$ cat src/rtl/quad_mapper.sv
// quad_mapper: streams a 2^LOG2_W x 2^LOG2_H source image onto a screen
// quadrilateral A-B-C-D using fixed-point bilinear edge and span stepping.
module quad_mapper #(
    parameter int LOG2_W    = 6,
    parameter int LOG2_H    = 6,
    parameter int PIX_BITS  = 18,
    parameter int X_BITS    = 10,
    parameter int Y_BITS    = 9,
    parameter int FRAC_BITS = 8,
    parameter int SCREEN_W  = 640,
    parameter int SCREEN_H  = 480
) (
    input  logic                clk,
    input  logic                reset_n,
    input  logic                frame_start,
    input  logic [X_BITS-1:0]   ax,
    input  logic [X_BITS-1:0]   bx,
    input  logic [X_BITS-1:0]   cx,
    input  logic [X_BITS-1:0]   dx,
    input  logic [Y_BITS-1:0]   ay,
    input  logic [Y_BITS-1:0]   by,
    input  logic [Y_BITS-1:0]   cy,
    input  logic [Y_BITS-1:0]   dy,
    input  logic [PIX_BITS-1:0] in_pixel,
    input  logic                in_valid,
    output logic                in_ready,
    output logic [PIX_BITS-1:0] pixel_out,
    output logic [X_BITS-1:0]   pixel_x,
    output logic [Y_BITS-1:0]   pixel_y,
    output logic                pixel_out_flag,
    input  logic                out_ready,
    output logic                frame_done,
    output logic                busy
);

    localparam int XW = X_BITS + 2 + FRAC_BITS;
    localparam int YW = Y_BITS + 2 + FRAC_BITS;

    localparam logic signed [XW-1:0] XHALF = XW'(2 ** (FRAC_BITS - 1));
    localparam logic signed [YW-1:0] YHALF = YW'(2 ** (FRAC_BITS - 1));
    localparam logic signed [XW-1:0] XLIM  = XW'(SCREEN_W);
    localparam logic signed [YW-1:0] YLIM  = YW'(SCREEN_H);

    typedef enum logic [2:0] {
        S_IDLE,
        S_LATCH,
        S_EDGE_STEP,
        S_LINE_SETUP,
        S_PIXEL,
        S_LINE_END,
        S_DONE
    } state_t;

    function automatic logic signed [XW-1:0] fx_x(input logic [X_BITS-1:0] v);
        return signed'({2'b00, v, {FRAC_BITS{1'b0}}});
    endfunction

    function automatic logic signed [YW-1:0] fx_y(input logic [Y_BITS-1:0] v);
        return signed'({2'b00, v, {FRAC_BITS{1'b0}}});
    endfunction

    state_t r_state;

    logic [X_BITS-1:0] r_ax, r_bx, r_cx, r_dx;
    logic [Y_BITS-1:0] r_ay, r_by, r_cy, r_dy;

    logic signed [XW-1:0] r_lx, r_rx, r_dlx, r_drx, r_px, r_dpx;
    logic signed [YW-1:0] r_ly, r_ry, r_dly, r_dry, r_py, r_dpy;

    logic [LOG2_W-1:0] r_col;
    logic [LOG2_H-1:0] r_row;

    logic [PIX_BITS-1:0] r_pix;
    logic [X_BITS-1:0]   r_pix_x;
    logic [Y_BITS-1:0]   r_pix_y;
    logic                r_out_flag;
    logic                r_frame_done;
    logic                r_busy;

    logic signed [XW-1:0] w_sum_x, w_rnd_x;
    logic signed [YW-1:0] w_sum_y, w_rnd_y;
    logic                 w_on_screen;
    logic                 w_accept;

    // Round to nearest integer pixel; the sign bit flags left/top clipping.
    assign w_sum_x = r_px + XHALF;
    assign w_sum_y = r_py + YHALF;
    assign w_rnd_x = w_sum_x >>> FRAC_BITS;
    assign w_rnd_y = w_sum_y >>> FRAC_BITS;

    assign w_on_screen = !w_rnd_x[XW-1] && (w_rnd_x < XLIM) &&
                         !w_rnd_y[YW-1] && (w_rnd_y < YLIM);

    assign in_ready = (r_state == S_PIXEL) && (!r_out_flag || out_ready);
    assign w_accept = in_valid && in_ready;

    assign pixel_out      = r_pix;
    assign pixel_x        = r_pix_x;
    assign pixel_y        = r_pix_y;
    assign pixel_out_flag = r_out_flag;
    assign frame_done     = r_frame_done;
    assign busy           = r_busy;

    always_ff @(posedge clk or negedge reset_n) begin
        if (!reset_n) begin
            r_state      <= S_IDLE;
            r_ax         <= '0;
            r_bx         <= '0;
            r_cx         <= '0;
            r_dx         <= '0;
            r_ay         <= '0;
            r_by         <= '0;
            r_cy         <= '0;
            r_dy         <= '0;
            r_lx         <= '0;
            r_rx         <= '0;
            r_dlx        <= '0;
            r_drx        <= '0;
            r_px         <= '0;
            r_dpx        <= '0;
            r_ly         <= '0;
            r_ry         <= '0;
            r_dly        <= '0;
            r_dry        <= '0;
            r_py         <= '0;
            r_dpy        <= '0;
            r_col        <= '0;
            r_row        <= '0;
            r_pix        <= '0;
            r_pix_x      <= '0;
            r_pix_y      <= '0;
            r_out_flag   <= 1'b0;
            r_frame_done <= 1'b0;
            r_busy       <= 1'b0;
        end else begin
            r_frame_done <= 1'b0;
            if (r_out_flag && out_ready) begin
                r_out_flag <= 1'b0;
            end
            // A restart beats any handshake and drops the pending output.
            if (frame_start) begin
                r_state    <= S_LATCH;
                r_busy     <= 1'b1;
                r_out_flag <= 1'b0;
            end else begin
                unique case (r_state)
                    S_IDLE: begin
                        r_state <= S_IDLE;
                    end
                    S_LATCH: begin
                        r_ax    <= ax;
                        r_bx    <= bx;
                        r_cx    <= cx;
                        r_dx    <= dx;
                        r_ay    <= ay;
                        r_by    <= by;
                        r_cy    <= cy;
                        r_dy    <= dy;
                        r_lx    <= fx_x(ax);
                        r_ly    <= fx_y(ay);
                        r_rx    <= fx_x(bx);
                        r_ry    <= fx_y(by);
                        r_row   <= '0;
                        r_state <= S_EDGE_STEP;
                    end
                    S_EDGE_STEP: begin
                        r_dlx   <= (fx_x(r_dx) - fx_x(r_ax)) >>> LOG2_H;
                        r_dly   <= (fx_y(r_dy) - fx_y(r_ay)) >>> LOG2_H;
                        r_drx   <= (fx_x(r_cx) - fx_x(r_bx)) >>> LOG2_H;
                        r_dry   <= (fx_y(r_cy) - fx_y(r_by)) >>> LOG2_H;
                        r_state <= S_LINE_SETUP;
                    end
                    S_LINE_SETUP: begin
                        r_dpx   <= (r_rx - r_lx) >>> LOG2_W;
                        r_dpy   <= (r_ry - r_ly) >>> LOG2_W;
                        r_px    <= r_lx;
                        r_py    <= r_ly;
                        r_col   <= '0;
                        r_state <= S_PIXEL;
                    end
                    S_PIXEL: begin
                        if (w_accept) begin
                            r_px  <= r_px + r_dpx;
                            r_py  <= r_py + r_dpy;
                            r_col <= r_col + 1'b1;
                            if (w_on_screen) begin
                                r_out_flag <= 1'b1;
                                r_pix      <= in_pixel;
                                r_pix_x    <= w_rnd_x[X_BITS-1:0];
                                r_pix_y    <= w_rnd_y[Y_BITS-1:0];
                            end
                            if (&r_col) begin
                                r_state <= S_LINE_END;
                            end
                        end
                    end
                    S_LINE_END: begin
                        r_lx  <= r_lx + r_dlx;
                        r_ly  <= r_ly + r_dly;
                        r_rx  <= r_rx + r_drx;
                        r_ry  <= r_ry + r_dry;
                        r_row <= r_row + 1'b1;
                        if (&r_row) begin
                            r_state      <= S_DONE;
                            r_frame_done <= 1'b1;
                        end else begin
                            r_state <= S_LINE_SETUP;
                        end
                    end
                    S_DONE: begin
                        r_busy  <= 1'b0;
                        r_state <= S_IDLE;
                    end
                    default: begin
                        r_busy  <= 1'b0;
                        r_state <= S_IDLE;
                    end
                endcase
            end
        end
    end

endmodule
$ cat config.mk
export PLATFORM = sky130hd
export DESIGN_NAME = quad_mapper
export DESIGN_NICKNAME = d
export VERILOG_FILES = /design/src/rtl/quad_mapper.sv
export SDC_FILE = /design/constraint.sdc
export NUM_CORES = 1
export LEC_CHECK = 0
export ABC_AREA = 0
export BUFFER_PORTS_ARGS = -buffer_cell sky130_fd_sc_hd__buf_2
export CAP_MARGIN = 20
export CORE_MARGIN = 5
export CORE_UTILIZATION = 55
export DETAILED_ROUTE_END_ITERATION = 8
export PLACE_DENSITY_LB_ADDON = 0.08
export SLEW_MARGIN = 30
export SYNTH_ARGS = -nofsm -noshare
export SYNTH_HDL_FRONTEND = slang
export SYNTH_SLANG_ARGS = --single-unit
$ cat constraint.sdc
create_clock -name clk -period 2.8 [get_ports clk]
set_input_delay 0.28 -clock clk [delete_from_list [all_inputs] [get_ports clk]]
set_output_delay 0.28 -clock clk [all_outputs]
set_load 0.1 [all_outputs]
== Word level (Yosys, flattened, before mapping) ==
Index checks and enable logic that the tools add are counted.

* Register bits after elaboration: 325
* Input bits: 99
* Output and inout port bits: 41
* Logic and storage cells: 106

* $add $sub $neg: 16
* Order comparisons: 2
* Equal/unequal tests: 9
* Multiplexer cells: 26
* Bitwise logic cells: 1
* Reductions and logical operators: 23

{| class="wikitable"
|+ Operators with widths
! operator !! count
|-
| one-hot mux 20 bit (2 select lines) || 3
|-
| one-hot mux 19 bit (2 select lines) || 3
|-
| adder 20 x 13 -> 20 bit || 2
|-
| adder 19 x 12 -> 19 bit || 2
|-
| subtractor 18 x 18 -> 19 bit || 2
|-
| subtractor 17 x 17 -> 18 bit || 2
|-
| one-hot mux 6 bit (2 select lines) || 2
|-
| adder 20 x 14 -> 20 bit || 1
|-
| adder 20 x 9 -> 20 bit (second input constant) || 1
|-
| 2-to-1 mux 20 bit || 1
|-
| subtractor 20 bit || 1
|-
| adder 19 x 13 -> 19 bit || 1
|-
| adder 19 x 9 -> 19 bit (second input constant) || 1
|-
| 2-to-1 mux 19 bit || 1
|-
| subtractor 19 bit || 1
|-
| one-hot mux 3 bit (5 select lines) || 1
|-
| adder 6 x 1 -> 6 bit (second input constant) || 2
|-
| < comparator 12 x 11 -> 1 bit (second input constant) || 1
|-
| 2-to-1 mux 3 bit || 4
|-
| AND reduction 6 bit || 2
|-
| < comparator 11 x 10 -> 1 bit (second input constant) || 1
|-
| 2-to-1 mux 1 bit || 10
|-
| AND reduction 2 bit || 5
|-
| equality test 3 x 2 -> 1 bit (second input constant) || 2
|-
| 16 further kinds || 25
|}

== Depth between registers and ports, before layout ==
Gate-level depths: netlist of the first run.

* Depth in word-level cells: 9
* Mapped depth: 12
* Mapped depth without buffers: 12

== Least setup slack after synthesis of the first run ==
Ideal clock, no wire load.

* Kind: register -> register
* Start: register r_ry[2]
* End: register r_ry[18]
* Arrival time: 2.656 ns
* Required time: 2.674 ns
* Path slack: 0.018 ns
* Stages on the path, launching flop included: 12
* Path buffers: 0
* Cells stage by stage: dfrtp_1 > ha_1 > fa_1 > a21oi_1 > o2111ai_1 > nand4_1 > a21boi_0 > o41a_1 > a221oi_2 > xnor2_1 > nor2_1 > a221o_1

* Cells in the longest elaborated chain, start to end: 2

{| class="wikitable"
|+ RTL lines
! what !! RTL line !! source
|-
| start, declared || 68 || <nowiki>logic signed [YW-1:0] r_ly, r_ry, r_dly, r_dry, r_py, r_dpy;</nowiki>
|-
| start signal, assigned || 162 || <nowiki>r_ry <= fx_y(by);</nowiki>
|-
| start signal, assigned || 201 || <nowiki>r_ry <= r_ry + r_dry;</nowiki>
|-
| adder 19 x 12 -> 19 bit || 201 ||
|-
| one-hot mux 19 bit (2 select lines) || 146 || <nowiki>unique case (r_state)</nowiki>
|}

No other way between the ends.
A chain may end at the register's enable or synchronous reset.

== Final worst setup path of the first run ==
* Start: register r_dry[2]
* End: register r_ry[18]

* Cells in the longest elaborated chain, start to end: 2

{| class="wikitable"
|+ RTL lines
! what !! RTL line !! source
|-
| start, declared || 68 ||
|-
| start signal, assigned || 170 || <nowiki>r_dry <= (fx_y(r_cy) - fx_y(r_by)) >>> LOG2_H;</nowiki>
|-
| adder 19 x 12 -> 19 bit || 201 ||
|-
| one-hot mux 19 bit (2 select lines) || 146 ||
|}

No other way between the ends.

==> results_dict.tcl, run 1 <==
set metrics [dict create \
    status "finished clean" \
    whs_path_depth 3 \
    place_inst 2674 \
    ir_drop_uv 665 \
    dieWidth_um 199 \
    met3WireLength_mm 2.83 \
    grt_max_degree 90 \
    hold_end "r_ax[7]" \
    coreArea_mm2 0.0355 \
    seq_area_mm2 0.00774 \
    arrival_ns 3.17 \
    cts_tree "yes" \
    skew_ns 0.0172 \
    ys_seq_area_share_pct 39.2 \
    route.met2.wl_mm 22.4 \
    wl_met1_mm 24.7 \
    clock_sinks 309 \
    fin_cells 2835 \
    tightest_slew_ns 0.669 \
    synth_ff_type "dfrtp_1" \
    critPathLaunchType "register" \
    initial_core_util_pct 55.6 \
    synthCells 2074 \
    path_buf_inv 0 \
    grt_overflow_total 0 \
    gp_congestion 0.935 \
    clock.fmax_mhz 364 \
    finalMaxSlewViolations 0 \
    clkLatencyLatePin_ns 0.55 \
    antenna_left 0 \
    timing.rr.start "r_dry[2]" \
    nFillCells 2924 \
    io_buffers 139 \
    endpoint_kind "register" \
    io_pins 140 \
    area_growth_pct 20.3 \
    drt_first_pass_iters 5 \
    p_leak_nw 11.5 \
    finalSetupViolCount 0 \
    cts_max_level 2 \
    crit_chain "ha_2, fa_2, a21oi_2, o2111ai_2, nand4_1, a21boi_2, o41a_1, a221oi_2, xnor2_1, nor2_1, a221o_1" \
    avgViaCountPerCell 5.75 \
    fin_util_pct 66.9 \
    hpwl_mm 36.6 \
    die_h_um 199 \
    nets 2637 \
    hold_viol 0 \
    r2r-end "r_ry[18]" \
    syn_nets 2364 \
    r2r_slack_ns 0.05 \
    numCtsBuffers 37 \
    grt_setup_unrepaired "yes" \
    drt_iter0_drc 970 \
    synth_seq_cells 309 \
    rows 69 \
    ys_async_sr_fraction_pct 100 \
    cts_buffer_depth 3 \
    synth-edff-count 0 \
    yosys_warnings 0 \
    antenna_found_initial 0 \
    slowest_delay_ns 0.38 \
    dp_worst_setup_slack_ns -0.0762 \
    num_vias 16300 \
    drc 0 \
    hp-start "ax[7]" \
    critical_path.max_fanout 2 \
    top_layer_used "met4" \
    syn_avg_cell_area_um2 9.51 \
    grt_util_all_layers_pct 25.5 \
    die-area_mm2 0.0398 \
    synth_cell_types 79 \
    drive_above_1_share_pct 17.4 \
    syn_area_mm2 0.0197 \
    pwr_density_cell_mw_per_mm2 945 \
    slowest_stage "dfrtp_1" \
    antenna_cells 0 \
    maxCapViolations 0 \
    timing.setup.tns_ns 0 \
    slew_headroom_pct 55.2 \
    wire_per_inst_um 17.9 \
    criticalPathCategory "reg -> reg" \
    crit_family "compound AO/OA/AOI/OAI gates" \
    min_path_type "in -> reg" \
    clockRootBuffer "clkbuf_16" \
    crit_required_ns 3.23 \
    multiInputGateArea_mm2 0.0114 \
    rr_worst_depth 11 \
    grt_pass1_wl_mm 82.4 \
    period_share_pct 98.1 \
    grt_pass1_vias 15900 \
    finalWorstSetupSlack_ns 0.0534 \
    clk_pin_slew_ns 0.06 \
    min_period_ns 2.75 \
    wl_mm 50.8 \
]
## state kept, by name (all words and copies together), names as in the netlist, 10 cells and up
name	count
r_drx	11
r_dpx	14
r_py	19
r_ax	10
r_bx	10
r_rx	18
r_dly	10
r_lx	18
r_dx	10
r_cx	10
r_px	20
r_ly	17
pixel_out	18
pixel_x	10
r_dry	10
r_dlx	11
r_ry	17
r_dpy	13
## power breakdown
part / internal [mW] / switching [mW]
logic: 4.99 / 5.82
registers: 5.55 / 1.06
clock network: 3.10 / 1.92
## layer usage
metal	global-route usage, %	vias to the layer above
li1	-	8009
met1	38.1	7851
met2	39.2	372
met3	4.59	67
met4	5.36	0
met5	0	-
## per-stage QoR
stage	instance area, um2	hold WS (ns)	power [mW]
detailed placement	21400	0.213	17.0
finish	23700	0.0246	22.4
global placement	21400	0.215	16.7
floorplan	19700	-0.0156	14.4
CTS	23500	0.000554	22.2
global route	23700	0.0336	24.2
## how the worst max path moves through the flow
| stage | startpoint | endpoint | slack [ns] | cells after the start |
|---|---|---|---|---|
| final | r_dry[2] | r_ry[18] | 0.05 | 11 |
| after global routing | r_dpy[0] | r_py[18] | -0.1 | 11 |
| after CTS | r_dry[2] | r_ry[18] | -0.03 | 11 |
| after detailed placement | r_ry[2] | r_ry[18] | -0.08 | 11 |
| after global placement | r_ry[2] | r_ry[18] | -0.11 | 11 |
| after floorplan | r_ry[2] | r_ry[18] | 0.02 | 11 |
## Yosys cell counts (9+ instances only)
| cell type | instances | area share, % |
|---|---|---|
| o31ai_1 | 13 | 0.49 |
| o21ai_0 | 224 | 5.7 |
| inv_1 | 122 | 2.3 |
| clkbuf_1 | 58 | 1.1 |
| a21o_1 | 77 | 2.9 |
| mux2i_1 | 12 | 0.61 |
| o22ai_1 | 38 | 1.2 |
| nand3_1 | 45 | 1.1 |
| nand2b_1 | 31 | 0.98 |
| o221ai_1 | 9 | 0.40 |
| mux2_2 | 42 | 2.4 |
| a211oi_1 | 13 | 0.49 |
| mux2_4 | 30 | 2.3 |
| ha_1 | 181 | 11 |
| nand2_1 | 225 | 4.3 |
| dfrtp_1 | 309 | 39 |
| a22oi_1 | 13 | 0.49 |
| nor2b_1 | 30 | 0.95 |
| nand4_1 | 16 | 0.51 |
| nor2_1 | 70 | 1.3 |
| nor4_1 | 9 | 0.29 |
| a31oi_1 | 13 | 0.41 |
| buf_1 | 11 | 0.21 |
| xnor2_1 | 83 | 3.7 |
| a21oi_1 | 117 | 3.0 |
| xor2_1 | 77 | 3.4 |
| o21bai_1 | 11 | 0.42 |
| o211ai_1 | 11 | 0.42 |
| fa_1 | 10 | 1.0 |
| nor3_1 | 26 | 0.66 |
| o21a_1 | 15 | 0.57 |
| and3_1 | 9 | 0.29 |
## kinds of logic after synthesis
family	after synthesis	synth area share (%)
AO/OA/AOI/OAI	627	19.8
AND/OR/NAND/NOR	505	12.3
adder cells (fa/ha/maj)	191	12.5
XOR/XNOR	160	7.10
multiplexers	84	5.29
flip-flops	309	39.2
buffers and inverters	198	3.90
## timing repair
| item | CTS | global route |
|---|---|---|
| buffers inserted | 1 | 10 |
| endpoints found under the hold margin | 125 | 0 |
| pin swaps | 10 | 22 |
| gates cloned | 0 | 0 |
| setup endpoints to repair | 4 | 30 |
| hold buffers | 84 | 0 |
| gates resized for setup | 9 | 38 |
## cell type report
type	count	area share, %
clock buffer	54	4.64
clock inverter	12	0.701
inverter	123	1.94
multi-input combinational	1567	48.0
sequential	309	32.6
tap	461	2.43
timing repair buffer	309	9.71
## cells in the final DEF, fill, tap and decap left out, drive strengths merged, types with 27 or more instances in the layout
| cell type | count |
|---|---|
| dfrtp | 309 |
| nand2 | 226 |
| o21ai | 226 |
| buf | 225 |
| ha | 181 |
| inv | 123 |
| a21oi | 117 |
| dlygate4sd3 | 84 |
| xnor2 | 83 |
| xor2 | 77 |
| a21o | 77 |
| mux2 | 72 |
| nor2 | 71 |
| clkbuf | 54 |
| nand3 | 47 |
| o22ai | 38 |
| nand2b | 31 |
| nor2b | 30 |
| nor3 | 27 |
## worst reg2reg max path, stage by stage (launching register included)
cell       delay [ns]
dfrtp_1          0.38
ha_2             0.20
fa_2             0.36
a21oi_2          0.18
o2111ai_2        0.14
nand4_1          0.14
a21boi_2         0.07
o41a_1           0.38
a221oi_2         0.28
xnor2_1          0.17
nor2_1           0.06
a221o_1          0.26
Power figures use the tool's default switching activity.
==> run 2: changes to the inputs <==
--- a/config.mk
+++ b/config.mk
@@ -5,7 +5,7 @@
 export SDC_FILE = /design/constraint.sdc
 export NUM_CORES = 1
 export LEC_CHECK = 0
-export ABC_AREA = 0
+export ABC_AREA = 1
 export BUFFER_PORTS_ARGS = -buffer_cell sky130_fd_sc_hd__buf_2
 export CAP_MARGIN = 20
 export CORE_MARGIN = 5
==> results_dict.tcl, run 2 <==
set metrics [dict create \
    maxCapViolations 0 \
    clock.fmax_mhz 413 \
    synth_seq_cells 309 \
    area_growth_pct 16.0 \
    power_frac_comb_pct 54.4 \
    clock_sinks 309 \
    slowest_stage "dfrtp_1" \
    fin_util_pct 64.3 \
    grt_max_degree 119 \
    p_leak_nw 13.5 \
    grt_setup_unrepaired "no" \
    path_buf_inv 0 \
    crit_required_ns 3.22 \
    drc 0 \
    hold_viol 0 \
    met3WireLength_mm 4.59 \
    finalSetupViolCount 0 \
    dieWidth_um 210 \
    synth_common_cells "nand2_1 (954), inv_1 (335), dfrtp_1 (309)" \
    nFillCells 3576 \
    synth.largest_area_cell "dfrtp_1" \
    clock_power_share_pct 19.1 \
    grt_pass1_wl_mm 105 \
    io_buffers 139 \
    dp_worst_setup_slack_ns 0.440 \
    final_cell_mix "nand2_1 (954), inv_1 (334), dfrtp_1 (309), nor2_1 (265), nand3_1 (239)" \
    largest_reg_flops 20 \
    grt_pass1_vias 20300 \
    rows 73 \
    drive_above_1_share_pct 7.69 \
    route.met2.wl_mm 27.1 \
    grt_overflow_total 0 \
    ir_drop_uv 621 \
    multiInputGateArea_mm2 0.0126 \
    syn_nets 3389 \
    wl_met1_mm 31.2 \
    num_vias 21300 \
    status "finished clean" \
    hpwl_mm 47.7 \
    wire_per_inst_um 16.6 \
    finalMaxSlewViolations 0 \
    ys_async_sr_fraction_pct 100 \
    slew_headroom_pct 49.8 \
    critical_path.max_fanout 4 \
    clkLatencyLatePin_ns 0.56 \
    cts_tree "yes" \
    yosys_warnings 0 \
    antenna_found_initial 0 \
    timing.setup.tns_ns 0 \
    syn_avg_cell_area_um2 7.07 \
    arrival_ns 2.84 \
    antenna_left 0 \
    synth_most_common_cell "nand2_1" \
    top_register "r_px" \
    pwr_density_cell_mw_per_mm2 1060 \
    finalWorstSetupSlack_ns 0.380 \
    total_power_mw 27.0 \
    largest_registers "r_px: 20 flops, r_py: 19 flops" \
    tightest_slew_ns 0.754 \
    synthTopCellsByArea "dfrtp_1 (35%), nand2_1 (16%), ha_1 (10%)" \
    drt_iter0_drc 1882 \
    io_pins 140 \
    synthCells 3099 \
    nets 3607 \
    r2r_slack_ns 0.38 \
    clockRootBuffer "clkbuf_16" \
    layout_commonest_cell "nand2_1" \
    initial_core_util_pct 55.4 \
    switching_share_pct 47.7 \
    endpoint_kind "register" \
    clk_pin_slew_ns 0.06 \
    wl_mm 64.3 \
    die-area_mm2 0.0439 \
    ys_seq_area_share_pct 35.3 \
    seqPwrFrac_pct 26.5 \
    slowest_delay_ns 0.46 \
    drt_first_pass_iters 5 \
    internal_power_mw 14.1 \
    synth_cell_types 45 \
    power.net_switching_mw 12.9 \
    synth_ff_type "dfrtp_1" \
    cts_buffer_depth 3 \
    grt_util_all_layers_pct 29.0 \
    fin_cells 3868 \
    crit_chain "ha_1, fa_1, nand2_1, nand2_1, o21ai_0, o21ai_0, nand2_1, nand3_1, nand2_1, o21ai_0, o21ai_0" \
    avgViaCountPerCell 5.51 \
    place_inst 3709 \
    coreArea_mm2 0.0395 \
    postCtsSetupRepairBufs 0 \
    yosys.area.top_type_share_pct 35.3 \
    numCtsBuffers 38 \
    die_h_um 210 \
    min_path_type "in -> reg" \
    min_period_ns 2.42 \
    syn_area_mm2 0.0219 \
    gp_congestion 0.967 \
    synth-edff-count 0 \
    top_layer_used "met4" \
    cts_max_level 2 \
    skew_ns 0.0138 \
    critPathLaunchType "register" \
    period_share_pct 86.4 \
    crit_family "compound AO/OA/AOI/OAI gates" \
    seq_area_mm2 0.00773 \
    criticalPathCategory "reg -> reg" \
]
## run 2: cell count changes after synthesis, sizes merged, moves of 30 or more
| cell | delta |
|---|---|
| a21o | -54 |
| nor2b | -30 |
| a21oi | +65 |
| nor2 | +208 |
| xnor2 | -48 |
| nand3 | +193 |
| inv | +218 |
| mux2 | -72 |
| nand2b | -31 |
| nand2 | +729 |
| xor2 | -42 |
## run 2: final cells by class
class	count	share of cell area, %
sequential	309	30.4
timing repair buffer	256	7.41
tap	525	2.59
antenna	1	0.00985
clock buffer	53	4.21
inverter	342	5.05
multi-input combinational	2370	49.5
clock inverter	12	0.862
## run 2: worst paths after layout
path	from	to	depth (start not counted)
min in group asynchronous	reset_n	pixel_out[13]	2
max reg2reg	r_lx[2]	r_lx[10]	11
max	r_lx[2]	r_lx[10]	11
min reg2reg	pixel_out[8]	pixel_out[8]	2
min	bx[6]	r_bx[6]	3
max in group asynchronous	reset_n	r_by[1]	3
## run 2: metrics by stage
stage               cell area [um2]  hold WS, ns
detailed placement            23200        0.270
global route                  25400       0.0508
finish                        25400       0.0486
global placement              23200        0.267
CTS                           25400       0.0125
floorplan                     21900      -0.0156
## run 2: worst min-delay path, cell delays in order
cell	delay [ns]
buf_2	0.14
nand2_1	0.06
o21ai_0	0.08
## run 2: kinds of logic after synthesis
group	after synthesis	synth area share, %
XOR/XNOR	70	2.80
buffers and inverters	420	7.44
flip-flops	309	35.3
adder cells (fa/ha/maj)	191	11.3
AND/OR/NAND/NOR	1567	29.4
AO/OA/AOI/OAI	542	13.8
## run 2: power groups by stage
| stage | combinational (mW) | sequential, mW | clock [mW] |
|---|---|---|---|
| 2_1_floorplan | 10.6 | 7.41 | 0 |
| 3_3_place_gp | 14.1 | 7.16 | 0 |
| 5_1_grt | 16.6 | 7.31 | 5.44 |
| 3_5_place_dp | 14.3 | 7.19 | 0 |
| 6_report | 14.7 | 7.17 | 5.16 |
| 4_1_cts | 14.5 | 7.13 | 5.26 |
## run 2: repair_timing
action                    4_1_cts  5_1_grt
hold buffers                   93        0
hold endpoints to repair      158        0
resized for setup               0        0
## run 2: per-layer routing
metal / vias up / global-route usage [%]
met4: 0 / 7.18
met3: 85 / 4.13
li1: 10600 / -
met2: 707 / 43.5
met5: - / 0
met1: 9914 / 44.3
